==> src/rtl/ball_sprite_drawer.sv <==
// Ball sprite address generator and palette-index pipeline with frame-synchronous position updates.
// Optional build macro: BALL_BBOX_DEBUG_EN outlines the sprite bounding box on transparent pixels.
module ball_sprite_drawer #(
  parameter logic [9:0] X_INIT    = 10'd320,
  parameter logic [9:0] Y_INIT    = 10'd240,
  parameter logic [1:0] SIZE_INIT = 2'd1,
  parameter int         ADDR_W    = 19,
  parameter logic [3:0] TRANSP    = 4'h0
) (
  input  logic              Clk,
  input  logic              Reset_n,
  input  logic              VGA_VS,
  input  logic [9:0]        DrawX,
  input  logic [9:0]        DrawY,
  input  logic              pix_valid,
  input  logic              pos_we,
  input  logic [9:0]        BallX_in,
  input  logic [9:0]        BallY_in,
  input  logic [1:0]        size_in,
  output logic              pos_pending,
  output logic [1:0]        ball_size,
  output logic [ADDR_W-1:0] read_address,
  input  logic [3:0]        rom_data,
  output logic              is_ball,
  output logic [3:0]        ball_idx,
  output logic              out_valid
);

  typedef struct packed {
    logic [9:0] x;
    logic [9:0] y;
    logic [1:0] size;
  } ball_t;

  localparam ball_t BALL_INIT = '{x: X_INIT, y: Y_INIT, size: SIZE_INIT};

  ball_t committed;
  ball_t shadow;
  ball_t incoming;
  logic  vs_d;
  logic  vs_fall;

  assign incoming  = '{x: BallX_in, y: BallY_in, size: size_in};
  assign vs_fall   = vs_d & ~VGA_VS;
  assign ball_size = committed.size;

  // Shadow/committed double buffer; a write landing on the commit edge bypasses the shadow.
  always_ff @(posedge Clk) begin
    if (!Reset_n) begin
      committed   <= BALL_INIT;
      shadow      <= BALL_INIT;
      pos_pending <= 1'b0;
      vs_d        <= 1'b1;
    end else begin
      // NOTE: non-blocking assignments keep every register here reading pre-edge values.
      vs_d <= VGA_VS;
      if (pos_we)
        shadow <= incoming;
      if (vs_fall && (pos_pending || pos_we)) begin
        committed   <= pos_we ? incoming : shadow;
        pos_pending <= 1'b0;
      end else if (pos_we) begin
        pos_pending <= 1'b1;
      end
    end
  end

  logic        [4:0]  radius;
  logic        [5:0]  diam;
  logic signed [10:0] left_edge;
  logic signed [10:0] top_edge;
  logic signed [10:0] dx;
  logic signed [10:0] dy;
  logic               in_box;
  logic        [9:0]  dx_u;
  logic        [9:0]  dy_u;
  logic        [9:0]  diam_u;
  logic        [9:0]  pix_addr;

  always_comb begin
    // NOTE: default first so every path assigns radius and no latch is inferred.
    radius = 5'd15;
    case (committed.size)
      2'd0:    radius = 5'd5;
      2'd1:    radius = 5'd10;
      default: radius = 5'd15;
    endcase
  end

  assign diam = {radius, 1'b0};

  // Signed offsets from the box corner; a ball hanging off the left/top edge gives a negative corner.
  assign left_edge = $signed({1'b0, committed.x}) - $signed({6'b0, radius});
  assign top_edge  = $signed({1'b0, committed.y}) - $signed({6'b0, radius});
  assign dx        = $signed({1'b0, DrawX}) - left_edge;
  assign dy        = $signed({1'b0, DrawY}) - top_edge;

  assign in_box = pix_valid
                & ~dx[10] & (dx < $signed({5'b0, diam}))
                & ~dy[10] & (dy < $signed({5'b0, diam}));

  assign dx_u     = {4'b0, dx[5:0]};
  assign dy_u     = {4'b0, dy[5:0]};
  assign diam_u   = {4'b0, diam};
  assign pix_addr = dy_u * diam_u + dx_u;

  logic in_box_d1;
  logic pix_valid_d1;

`ifdef BALL_BBOX_DEBUG_EN
  logic on_border;
  logic on_border_d1;

  assign on_border = (dx[5:0] == 6'd0) || (dy[5:0] == 6'd0)
                   || (dx[5:0] == diam - 6'd1) || (dy[5:0] == diam - 6'd1);
`endif

  // Stage 1: ROM address plus the per-pixel flags that travel with it.
  always_ff @(posedge Clk) begin
    if (!Reset_n) begin
      read_address <= '0;
      in_box_d1    <= 1'b0;
      pix_valid_d1 <= 1'b0;
`ifdef BALL_BBOX_DEBUG_EN
      on_border_d1 <= 1'b0;
`endif
    end else begin
      read_address <= in_box ? ADDR_W'(pix_addr) : '0;
      in_box_d1    <= in_box;
      pix_valid_d1 <= pix_valid;
`ifdef BALL_BBOX_DEBUG_EN
      on_border_d1 <= on_border;
`endif
    end
  end

  // Stage 2: capture the combinational ROM result and resolve transparency.
  always_ff @(posedge Clk) begin
    if (!Reset_n) begin
      is_ball   <= 1'b0;
      ball_idx  <= 4'h0;
      out_valid <= 1'b0;
    end else begin
      out_valid <= pix_valid_d1;
      ball_idx  <= rom_data;
      is_ball   <= in_box_d1 & (rom_data != TRANSP);
`ifdef BALL_BBOX_DEBUG_EN
      if (in_box_d1 && (rom_data == TRANSP) && on_border_d1) begin
        is_ball  <= 1'b1;
        ball_idx <= 4'hF;
      end
`endif
    end
  end

endmodule

==> config.mk <==
export PLATFORM = sky130hd
export DESIGN_NAME = ball_sprite_drawer
export DESIGN_NICKNAME = d
export VERILOG_FILES = /design/src/rtl/ball_sprite_drawer.sv
export SDC_FILE = /design/constraint.sdc
export NUM_CORES = 1
export LEC_CHECK = 0
export BUFFER_PORTS_ARGS = -buffer_cell sky130_fd_sc_hd__buf_4
export CAP_MARGIN = 30
export CORE_ASPECT_RATIO = 0.5
export CORE_MARGIN = 2
export CORE_UTILIZATION = 40
export CTS_BUF_LIST = sky130_fd_sc_hd__clkbuf_16
export CTS_CLUSTER_DIAMETER = 60
export DETAILED_ROUTE_END_ITERATION = 12
export PLACE_DENSITY_LB_ADDON = 0.25
export SLEW_MARGIN = 15
export SYNTH_ARGS = -nofsm -noshare
export SYNTH_HDL_FRONTEND = slang
export SYNTH_SLANG_ARGS = --single-unit
==> constraint.sdc <==
create_clock -name Clk -period 7.1 [get_ports Clk]
set_clock_uncertainty 0.1 [all_clocks]
set_input_delay 1.065 -clock Clk [delete_from_list [all_inputs] [get_ports Clk]]
set_output_delay 1.065 -clock Clk [all_outputs]
set_load 0.01 [all_outputs]
==> metrics <==
Startpoint Class input pin; worst-margin pin slew 0.582 ns; power per cell area 422 mW/mm2; final slew viol count 0; worst hold margin 0.318 ns; ANT cells 0; Syn Std Cell Area 0.00441 mm2; RSZ-0062 raised after global routing false; FMAX around 180 MHz; synth unique cells 54; Reg power frac 0.171; status finished clean; post-synthesis register bit count 64; Pint 1.33 mW; max_slew headroom 0.611; post-synthesis cell count 490; part of the Yosys area used for sequential elements 0.291; Reg clk slew, reported paths 0.06 ns; Combinational Power Share 0.598; area taken by multi-input logic gates 0.00277 mm2; postcts setup bufs 0; WL final 9.56 mm; Post-DP HPWL around 7.5 mm; max cap viols 0; register area approximately 0.0013 mm2; final setup TNS 0 ns; setup ws final 1.51 ns; ys flop type dfxtp_1; Switching Share 0.416; share of cells above drive strength 1 0.178; average wire per standard cell 13.5 um; Die ar. 0.0119 mm2; area grow syn2layout 22.3%; Std-Cell Rows 27; TritonCTS clock tree done; Clock Power Share 0.230; Synth area leader dfxtp_1; Die Wd 152 um; YS warnings 0; commonest non-fill, non-tap cells in the layout buf_4, inv_1, dfxtp_1; drt drc 0; Pre-antenna DRT Iters 4; hold_buf cts 0; Buf+Inv Stages, Crit Path 5; Critical Path, Cell by Cell buf_4, inv_1, fa_1, fa_1, nor2b_1, o21a_1, nor2_1, xnor2_1, ha_1, fa_1, inv_1, fa_1, inv_1, ha_1, inv_1, or4b_2, o2111ai_1, o2111ai_1, xor2_1, nor3_1; Final #Nets 683; Largest stage delay, worst path 0.63 ns; Arr. time, crit path 5.73 ns; first-pass GRT wire length about 16 mm; commonest non-fill, non-tap cell in the layout buf_4; critical path's top delay family adder cells; # clock sinks 64; Vias/cell 4.86; CTS resizes 0; Worst-Skew Late Latency 0.33 ns; vias in the first global route around 3400; CP Capture Type flip-flop; Die Y approximately 80 um; clk root buf clkbuf_16; worst setup path category in2reg; non-filler instance count after layout 707; Port Buffers about 70; Synth top area share 0.291; Total Power around 2.3 mW; path depth of the worst reg2reg path 20; number of enable flip-flop cells after synthesis 0; worst-path maximum fanout 3; WHS Path Cells 2; Crit path depth 20; top post-synthesis cells by area dfxtp_1, ha_1, fa_1, inv_1, mux2i_1; core footprint 0.0109 mm2; DRT iter0 DRCs between 150 and 200; Mean Syn Cell Area 9.00 um2; maximum vdd drop 0.000209 V; Worst Hold Class reg2reg; GRT Total Usage 0.166; Critical-path top delay cell or4b_2; Ports 79; fin crit share 0.788; Setup WS pre-CTS approximately 1.2 ns; Placed Cells 690; Tmin final roughly 5.6 ns; Final Wtd Congestion between 0.8 and 0.9; Post-synth ARST share 0; buffer depth of the longest clock path 2; via count 3439; Filler cells 1078; Fin. Hold Viols 0; CP required 7.24 ns; global route overflow 0; initial core utilization 0.405; Psw 0.945 mW; maximum number of pins on one net before global-route repair 37; initial antenna violation count 0; H-tree levels 3; number of buffers created by CTS 9; antenna violation net count after detailed routing 0; P_leak 2.67 nW; # setup viols final 0
layout make-up:
class	count	area share
clock inverter	7	0.0237
inverter	65	0.0455
sequential	64	0.238
clock buffer	9	0.0418
multi-input combinational	344	0.515
timing repair buffer	73	0.103
tap	145	0.0337
Yosys cell counts, types with 3 or more instances:
| cell | count |
|---|---|
| nand2_1 | 32 |
| o2111ai_1 | 3 |
| and2_1 | 8 |
| mux2i_1 | 23 |
| buf_4 | 11 |
| o21ai_0 | 17 |
| nor2_1 | 43 |
| nor3_1 | 15 |
| a211oi_1 | 16 |
| xor2_1 | 8 |
| inv_1 | 64 |
| xnor2_1 | 17 |
| a21o_1 | 11 |
| nand2b_1 | 5 |
| o21bai_1 | 4 |
| o21a_1 | 3 |
| dfxtp_1 | 64 |
| a21oi_1 | 13 |
| a31oi_1 | 4 |
| clkbuf_1 | 9 |
| nor2b_1 | 7 |
| fa_1 | 15 |
| ha_1 | 60 |
final timing paths:
check,start,end,slack (ns)
worst max-delay path,DrawY[1],read_address[9]$_SDFF_PN0_,1.51
worst min-delay path,in_box_d1$_SDFF_PN0_,is_ball$_SDFF_PN0_,0.32
worst max register to register,ball_size[0]$_SDFFE_PN1P_,read_address[9]$_SDFF_PN0_,1.73
worst min register to register,in_box_d1$_SDFF_PN0_,is_ball$_SDFF_PN0_,0.32
per-layer routing:
| layer | GRT usage | share of wire | wire length (um) |
|---|---|---|---|
| met5 | 0 | 0 | 0 |
| met1 | 0.221 | 0.51 | 4850 |
| met2 | 0.273 | 0.44 | 4170 |
| met4 | 0.0472 | 0.012 | 114 |
| met3 | 0.0381 | 0.044 | 424 |
worst min-delay path: stages, from the launching register on:
cell and delay (ns):
dfxtp_1 0.30, nand2_1 0.05, nor2_1 0.03
cells by family (layout without fill, tap and decap cells):
logic type / Yosys count / count (layout) / synth area share
compound gates: 85 / 85 / 0.135
xor+xnor: 25 / 25 / 0.0497
fa+ha+maj: 75 / 75 / 0.238
buf+inv: 90 / 154 / 0.0886
flops: 64 / 64 / 0.291
mux: 23 / 23 / 0.0522
other cells: 1 / 9 / 0.000851
simple gates: 127 / 127 / 0.144
through the flow:
stage | cell area, um2 | util
finish | 5390 | 0.495
CTS | 5370 | 0.494
floorplan | 4440 | -
detailed placement | 5020 | 0.462
global placement | 5020 | 0.462
global route | 5390 | 0.495
power groups by stage:
stage | combinational (mW) | sequential, mW | clock [mW]
final | 1.36 | 0.389 | 0.523
after CTS | 1.37 | 0.390 | 0.534
after global placement | 1.33 | 0.397 | 0
after floorplan | 1.10 | 0.395 | 0
after detailed placement | 1.36 | 0.398 | 0
after global routing | 1.55 | 0.392 | 0.549
registers in the layout, summed over array words and instances, names as in the netlist:
name and cells:
is_ball 1, ball_size 2, committed 20, pix_valid_d1 1, out_valid 1, read_address 10
pos_pending 1, shadow 22, in_box_d1 1, vs_d 1, ball_idx 4
No activity file was read; power rests on OpenSTA's default activity.
